==> config.mk <==
export PLATFORM = sky130hd
export DESIGN_NAME = gal_sop_olmc_cfg
export DESIGN_NICKNAME = d
export VERILOG_FILES = /design/src/rtl/gal_sop_olmc_cfg.sv
export SDC_FILE = /design/constraint.sdc
export NUM_CORES = 1
export LEC_CHECK = 0
export CORE_ASPECT_RATIO = 1.25
export CORE_MARGIN = 1
export CORE_UTILIZATION = 30
export DETAILED_ROUTE_END_ITERATION = 8
export PLACE_DENSITY = 0.52
export SLEW_MARGIN = 25
export SYNTH_ARGS = -nofsm -noshare
export SYNTH_HDL_FRONTEND = slang
export SYNTH_SLANG_ARGS = --single-unit
==> constraint.sdc <==
create_clock -name C -period 3.1 [get_ports C]
set_clock_uncertainty 0.05 [all_clocks]
set_input_delay 0.62 -clock C [delete_from_list [all_inputs] [get_ports C]]
set_output_delay 0.62 -clock C [all_outputs]
set_load 0.05 [all_outputs]
==> src/rtl/gal_sop_olmc_cfg.sv <==
// ---------------------------------------------------------------------------
// gal_sop_olmc_cfg
//
// Behavioural model of one GAL output path. A sum-of-products array feeds an
// output logic macrocell (OLMC). The product-term fuses and the two OLMC mode
// bits (REG, INV) are loaded at run time from a serial fuse stream.
//
// Optional build macro: GAL_OLMC_FEEDBACK_EN
//   When defined, the macrocell output is routed back into the array as an
//   extra SOP input with index WIDTH. Each term then carries
//   2*(WIDTH+1) fuses. An image that uses this feedback literal while
//   REG=0 would form a combinational loop, so the loader rejects it with a
//   framing error.
//
// Parameters:
//   WIDTH      number of SOP inputs on A
//   DEPTH      number of product terms
//
// Ports:
//   C          clock; all state changes on the rising edge
//   R          synchronous active-high reset
//   cfg_valid  a fuse bit is offered on cfg_bit
//   cfg_bit    fuse value
//   cfg_last   marks the final fuse of the image
//   cfg_ready  high while the block accepts fuse bits (UNCFG, LOAD)
//   cfg_done   high once an image is loaded (RUN)
//   cfg_err    one-cycle pulse after a framing or configuration error
//   E          output enable, passed to Y_oe in RUN
//   A          SOP inputs
//   Y          macrocell output value
//   Y_oe       tristate enable for Y
//
// Fuse order in the stream:
//   index t*2*NIN + 2*i + p   term t, input i, p=0 complement, p=1 true
//   index 2*NIN*DEPTH         REG
//   index 2*NIN*DEPTH + 1     INV
// ---------------------------------------------------------------------------
module gal_sop_olmc_cfg #(
    parameter int WIDTH = 2,
    parameter int DEPTH = 2
) (
    input  logic                                   C,
    input  logic                                   R,
    input  logic                                   cfg_valid,
    input  logic                                   cfg_bit,
    input  logic                                   cfg_last,
    output logic                                   cfg_ready,
    output logic                                   cfg_done,
    output logic                                   cfg_err,
    input  logic                                   E,
    input  logic [((WIDTH > 0) ? WIDTH : 1)-1:0]   A,
    output logic                                   Y,
    output logic                                   Y_oe
);

`ifdef GAL_OLMC_FEEDBACK_EN
    localparam int NIN = WIDTH + 1;
`else
    localparam int NIN = WIDTH;
`endif
    localparam int TF      = 2 * NIN;
    localparam int NSOP    = TF * DEPTH;
    localparam int NFUSE   = NSOP + 2;
    localparam int REG_IDX = NSOP;
    localparam int INV_IDX = NSOP + 1;
    localparam int CW      = $clog2(NFUSE + 1);
    localparam int XW      = (NIN > 0) ? NIN : 1;

    typedef enum logic [1:0] {
        S_UNCFG = 2'd0,
        S_LOAD  = 2'd1,
        S_RUN   = 2'd2
    } state_t;

    state_t             r_state;
    state_t             w_next;
    logic [NFUSE-1:0]   r_fuse;
    logic [CW-1:0]      r_count;
    logic               r_q;
    logic               r_err;

    logic [XW-1:0]      w_x;
    logic [DEPTH-1:0]   w_term;
    logic               w_s;
    logic               w_acc;
    logic               w_at_end;
    logic               w_loop_err;
    logic               w_load_ok;
    logic               w_frame_err;

    // Gather the array inputs. The feedback literal always comes from Q:
    // with REG=1 that is exactly what the macrocell feeds back, and with
    // REG=0 the loader refuses any image that uses the literal, so the value
    // on that input can never reach S.
    always_comb begin
        w_x = '0;
        for (int i = 0; i < WIDTH; i++) begin
            w_x[i] = A[i];
        end
`ifdef GAL_OLMC_FEEDBACK_EN
        w_x[WIDTH] = r_q;
`endif
    end

    // Product terms: a blown fuse kills the term whenever its literal is
    // false, so an empty term stays 1 and a term holding both polarities of
    // one input is always 0.
    always_comb begin
        w_term = '1;
        for (int t = 0; t < DEPTH; t++) begin
            for (int i = 0; i < NIN; i++) begin
                if (r_fuse[t*TF + 2*i] && w_x[i]) begin
                    w_term[t] = 1'b0;
                end
                if (r_fuse[t*TF + 2*i + 1] && !w_x[i]) begin
                    w_term[t] = 1'b0;
                end
            end
        end
    end

    assign w_s = |w_term;

    // A combinational macrocell that also uses its own output as a literal
    // would oscillate, so such an image counts as a configuration error.
    always_comb begin
        w_loop_err = 1'b0;
`ifdef GAL_OLMC_FEEDBACK_EN
        if (!r_fuse[REG_IDX]) begin
            for (int t = 0; t < DEPTH; t++) begin
                if (r_fuse[t*TF + 2*WIDTH] || r_fuse[t*TF + 2*WIDTH + 1]) begin
                    w_loop_err = 1'b1;
                end
            end
        end
`endif
    end

    // Framing: the image is good only when cfg_last coincides with the final
    // fuse slot. Last-too-early and final-without-last are both errors.
    assign w_acc       = cfg_valid && (r_state != S_RUN);
    assign w_at_end    = (r_count == CW'(NFUSE - 1));
    assign w_load_ok   = w_acc && cfg_last && w_at_end && !w_loop_err;
    assign w_frame_err = w_acc && ((cfg_last != w_at_end) || (cfg_last && w_loop_err));

    // State register.
    always_ff @(posedge C) begin
        if (R) begin
            r_state <= S_UNCFG;
        end else begin
            r_state <= w_next;
        end
    end

    // Next-state and output decode. Outside RUN the macrocell is silent.
    always_comb begin
        w_next    = r_state;
        cfg_ready = 1'b0;
        cfg_done  = 1'b0;
        Y         = 1'b0;
        Y_oe      = 1'b0;
        case (r_state)
            S_UNCFG, S_LOAD: begin
                cfg_ready = 1'b1;
                if (w_frame_err) begin
                    w_next = S_UNCFG;
                end else if (w_load_ok) begin
                    w_next = S_RUN;
                end else if (w_acc) begin
                    w_next = S_LOAD;
                end
            end
            S_RUN: begin
                cfg_done = 1'b1;
                Y        = (r_fuse[REG_IDX] ? r_q : w_s) ^ r_fuse[INV_IDX];
                Y_oe     = E;
            end
            default: begin
                w_next = S_UNCFG;
            end
        endcase
    end

    // Fuse array, stream counter, error pulse and the macrocell register.
    // An error wipes the partial image so the next load starts from scratch.
    always_ff @(posedge C) begin
        if (R) begin
            r_fuse  <= '0;
            r_count <= '0;
            r_q     <= 1'b0;
            r_err   <= 1'b0;
        end else begin
            r_err <= w_frame_err;
            r_q   <= (r_state == S_RUN) ? w_s : 1'b0;
            if (w_frame_err) begin
                r_fuse  <= '0;
                r_count <= '0;
            end else if (w_acc) begin
                for (int k = 0; k < NFUSE; k++) begin
                    if (r_count == CW'(k)) begin
                        r_fuse[k] <= cfg_bit;
                    end
                end
                r_count <= r_count + 1'b1;
            end
        end
    end

    assign cfg_err = r_err;

endmodule
Yosys cells after proc, flatten, opt, wreduce, memory -nomap -nowiden:

Cells that the tools add are included.
Widths: inputs -> output; s select.

* bits in registers: 18
* logic and storage cells: 79
* input port bits: 8
* output and inout bits: 5

* eq/ne operators: 14
* add/sub/neg operators: 1
* bitwise gates (word level): 2
* reduce and logical (&&, ||, !) cells: 31
* mux-type cells: 17

Operators with widths (count)
* $reduce_and 2->1: 11
* $eq 4x3->1 const B: 4
* $mux 1: 13
* $logic_and 1x1->1: 12
* $eq 4x2->1 const B: 2
* $eq 4x4->1 const B: 2
* $reduce_or 2->1: 4
* $mux 2: 3
* $add 4x1->4 const B: 1
* $eq 4x1->1 const B: 1
* $logic_not 4->1: 1
* $ne 4x4->1 const B: 1
* $pmux 2 s2: 1
* $eq 2x1->1 const B: 1
* $eq 2x2->1 const B: 1
* $logic_not 1->1: 2
* $logic_not 2->1: 1
* $ne 2x2->1 const B: 1
* $ne 1x1->1: 1
* $not 1->1: 1
* $xor 1x1->1: 1

Logic depth before layout (Yosys ltp):

Gate-level depths: netlist (run 1).

* depth after elaboration: 9
* gate-level depth with buffers: 6
* mapped depth without buffers: 6

Least setup slack after synthesis (run 1):

Ideal clock, no wire load.

* path type: in2out
* start point: input port A[0] (netlist bit)
* end point: output port Y
* path slack: 0.455 ns
* stages on the path: 4
* path buffers: 0
* required time: 2.430 ns
* data arrival time: 1.975 ns
* cell sequence: mux2i_1 -> a22oi_1 -> a211o_1 -> a21oi_1

* longest elaborated chain between the ends: 9
* elaborated cells between the ends (all ways): 17
* classes of those cells: 10 x mux; 1 x bitwise; 6 x reduce/logical

RTL lines
* from (decl): RTL line 51 `input logic [((WIDTH > 0) ? WIDTH : 1)-1:0] A,`
* $logic_and 1x1->1 / $logic_not 1->1 (equally long branches): RTL line 112, 115
* $mux 1 / $logic_and 1x1->1 (equally long branches): RTL line 112, 115
* $mux 1: RTL line 115 `if (r_fuse[t*TF + 2*i + 1] && !w_x[i]) begin`
* $mux 1: RTL line 112 `if (r_fuse[t*TF + 2*i] && w_x[i]) begin`
* $mux 1: RTL line 115
* $reduce_or 2->1 (*): RTL line 122 `assign w_s = |w_term;`
* $mux 1 (*): RTL line 175 `Y = (r_fuse[REG_IDX] ? r_q : w_s) ^ r_fuse[INV_IDX];`
* $xor 1x1->1 (*): RTL line 175
* $mux 1 (*): RTL line 162 `case (r_state)`
* to (decl): RTL line 52 `output logic Y,`

Every way passes the cells marked *; elsewhere a longest branch is shown, timed or not.

Worst setup path after layout (run 1):

* start point: input port A[1] (netlist bit)
* end point: output port Y

* longest elaborated chain between the ends: 7
* elaborated cells between the ends (all ways): 13
* classes of those cells: 6 x mux; 1 x bitwise; 6 x reduce/logical

RTL lines (RTL line)
* $logic_and 1x1->1 / $logic_not 1->1 (equally long branches): 112, 115
* $mux 1 / $logic_and 1x1->1 (equally long branches): 112, 115
* $mux 1: 115
* $reduce_or 2->1 (*): 122
* $mux 1 (*): 175
* $xor 1x1->1 (*): 175
* $mux 1 (*): 162

Marked as above.

==> metrics.json, run 1 <==
{
  "outcome": {
    "outcome": "finished, final reports clean"
  },
  "sta": {
    "setup_violations": 0,
    "hold_slack_ps": 407.6,
    "worst_slew_margin_rel_pct": 65.67,
    "tns_ps": 0,
    "worst-slew-pin-transition_ps": 513.3,
    "rsz0062_at_grt": "false",
    "max_freq_mhz": 346.3,
    "layout_worst_path_cycle_share_pct": 93.14,
    "finalCriticalPeriod_ps": 2887,
    "finalMaxSlewViolations": 0,
    "finalHoldViolCount": 0
  },
  "global_routing": {
    "vias_in_the_first_global_route": 829,
    "grt_use_met3_pct": 3.448,
    "met1_track_demand_over_resource_in_global_routing_pct": 17.11,
    "grtUsageMet2_pct": 22.34,
    "gr_overflow_total": 0,
    "grt_busiest_layer": "met2",
    "grt_start_max_net_pins": 18,
    "number_of_antenna_violations_at_the_first_check_in_global_routing": 0,
    "grt_first_pass_wirelength_um": 3622,
    "grt.total_usage_pct": 14.27
  },
  "setup_path": {
    "crit_type": "in2out",
    "setup.worst_path.end_class": "output pin",
    "critPathRequiredTime_ps": 2430,
    "regToRegSetupSlack_ps": 1390,
    "worstRegToRegCells": 6,
    "maximum_fanout_count_along_the_critical_path": 3,
    "startpoint_type": "input port",
    "crit-reg2reg-launch": "r_count[1]",
    "reg2reg_to": "r_fuse[8]",
    "worst-endpoint-arrival_ps": 2220
  },
  "detailed_routing": {
    "detail_route.iter0.violations": 15,
    "route.detailed.vias_per_inst": 5.222,
    "finalWirelength_um": 2004,
    "drt_first_pass_iters": 4,
    "ant_nets": 0,
    "route.vias.total": 825,
    "routed_length_per_placed_instance_um": 12.68,
    "post-route-drc-count": 0
  },
  "power": {
    "cellPowerDensity_mw_per_mm2": 391.2,
    "power.leakage_nw": 0.5323,
    "totalPowerFinal_w": 0.0004743,
    "irDropWorstVdd_v": 0.0002047
  },
  "clock_tree": {
    "post_cts.repair.setup_buffers": 0,
    "cts-root-to-sink-buffers": 2,
    "ctsRootBufferMaster": "clkbuf_8",
    "cts.htree.levels": 1,
    "number_of_cts_inserted_buffers": 3,
    "cts_hold_repair.buffers": 0,
    "postCtsResizedCells": 0,
    "numClockSinks": 18,
    "tritoncts": "built",
    "cts.clk_slew.worst_paths_ps": 70,
    "clk_latency_ps": 250
  },
  "synthesis": {
    "avgSynthCellArea_um2": 9.103,
    "synth-main-ff-cell": "dfxtp_1",
    "syn-cell-area_um2": 992.2,
    "async_flop_share_pct": 0,
    "synth_most_common_cell": "dfxtp_1",
    "synthesis.yosys.warnings": 0,
    "synth.lib_cells_used.distinct": 33,
    "post-synth-top-area-cell": "dfxtp_1",
    "area_share_of_the_leading_cell_type_in_the_synthesized_netlist_pct": 36.32,
    "synth-edff-count": 0,
    "ys_top_cells_by_area": "dfxtp_1 36%, mux2i_1 13%, nand4_1 6.9%, ha_1 5.0%, nor2_1 4.2%",
    "synthesis.instances": 109,
    "portion_of_the_post_synthesis_area_used_by_sequential_elements_pct": 36.32,
    "ys_seq_elements": 18,
    "postSynthNetCount": 121,
    "synth_common_cells": "18 x dfxtp_1, 13 x mux2i_1, 11 x nand4_1, 11 x nor2_1"
  },
  "floorplan": {
    "die_w_um": 53.44,
    "dieArea_mm2": 0.003543,
    "fp-row-count": 23,
    "start_util_pct": 31.06,
    "die_h_um": 66.30,
    "io_pins": 13,
    "placeableCoreArea_mm2": 0.003194
  },
  "final_layout": {
    "final.fill_count": 332,
    "postLayoutCellArea_mm2": 0.001212,
    "num_antenna_cells": 0,
    "drive_above_1_share_pct": 9.091,
    "area_growth_pct": 22.19,
    "number_of_nets_in_the_finished_design": 134,
    "post_layout_nonfiller_instances": 158
  },
  "job": {
    "max-cap-violations": 0
  },
  "placement": {
    "placed_area_mm2": 0.001157,
    "placedCellCount": 154,
    "place.gp.congestion": 0.7644,
    "place_hpwl_um": 1496,
    "place.port_buffers": 12
  },
  "worst_hold_path": {
    "number_of_cells_traversed_by_the_worst_hold_path": 1,
    "worstHoldStart": "r_state[1]",
    "hold_end": "r_state[0]",
    "min-delay-path-class": "reg2reg"
  }
}
-- critical path: stages --
cell and delay [ps]:
clkdlybuf4s50_1 520, mux2i_1 210, a22oi_1 140, a211o_1 300, a21oi_1 250, buf_12 170
-- sequential cells by signal, indices dropped and copies added, names as in the netlist --
signal and flops:
r_fuse 10, r_count 4, r_state 2, cfg_err 1
r_q 1
-- cell type report --
cell class                 count  area, µm²  area share (%)
sequential                    18      360.3           29.72
timing repair buffer          14      145.1           11.97
clock buffer                   4      55.05           4.541
tap                           37      46.29           3.818
multi-input combinational     79      583.1           48.09
inverter                       6      22.52           1.858
-- where the power goes --
group	internal, W	switching [W]	total, W	leakage (nW)
Clock	0.000113	0.0000784	0.000191	0.0288
Sequential	0.000235	0.00000227	0.000237	0.146
Combinational	0.0000196	0.0000266	0.0000462	0.358
-- through the flow --
| step | util, % | setup WS, ps |
|---|---|---|
| 6_report | 37.96 | 212.6 |
| 4_1_cts | 37.96 | 199.0 |
| 3_3_place_gp | 36.23 | 229.8 |
| 5_1_grt | 37.96 | 112.8 |
| 2_1_floorplan | - | 455.2 |
| 3_5_place_dp | 36.23 | 199.0 |
-- cell usage in the layout (no fill, tap or decap) --
master and count:
nand3b_4 1, and2b_1 1, o21bai_1 1, a211o_1 1
nand4_1 11, nand2_2 1, o211ai_1 1, nand2_1 3
dfxtp_1 18, o2111ai_1 1, and2_1 1, buf_12 1
nand3_1 3, a221o_1 2, and3_1 1, nor3_1 4
ha_1 4, inv_1 6, clkbuf_8 4, nor4_1 1
and4b_1 1, nand2b_1 1, nor2_1 11, a22oi_1 1
xor2_4 1, nor2b_1 3, nor4b_1 2, o21ai_2 1
clkdlybuf4s50_1 11, a32o_1 1, mux2i_1 13, buf_4 2
a21oi_1 6, o21ai_0 1
-- worst max-delay path by stage --
stage | from | end | slack, ps | cells after the start
global route | A[0] | Y | 110 | 6
CTS | A[1] | Y | 200 | 6
finish | A[1] | Y | 210 | 6
global placement | A[1] | Y | 230 | 6
floorplan | A[0] | Y | 460 | 4
detailed placement | A[1] | Y | 200 | 6
-- kinds of logic (layout without fill, tap and decap cells) --
logic type                 Yosys count  in the layout  synth area share, %
buffers and inverters               12             24                4.917
DFF                                 18             18                36.32
xor gates and xnor gates             1              1                2.775
AOI/OAI and AO/OA                   16             16                11.48
muxes                               13             13                13.11
and+or+nand+nor                     45             45                26.36
adders and majority gates            4              4                5.044
-- layer usage --
metal | vias up | wire [µm] | share of wire, %
met5 | - | 0 | 0
met4 | 0 | 45 | 2.2
met3 | 5 | 80 | 4.0
met2 | 16 | 953 | 48
met1 | 381 | 924 | 46
li1 | 423 | - | -
No activity file was read; power rests on OpenSTA's default activity.
==> inputs of run 2 (changes only) <==
SETUP_SLACK_MARGIN = 0.1   (was unset)
==> results of run 2 <==
The final DEF is identical to that of run 1; final timing and power are the same.
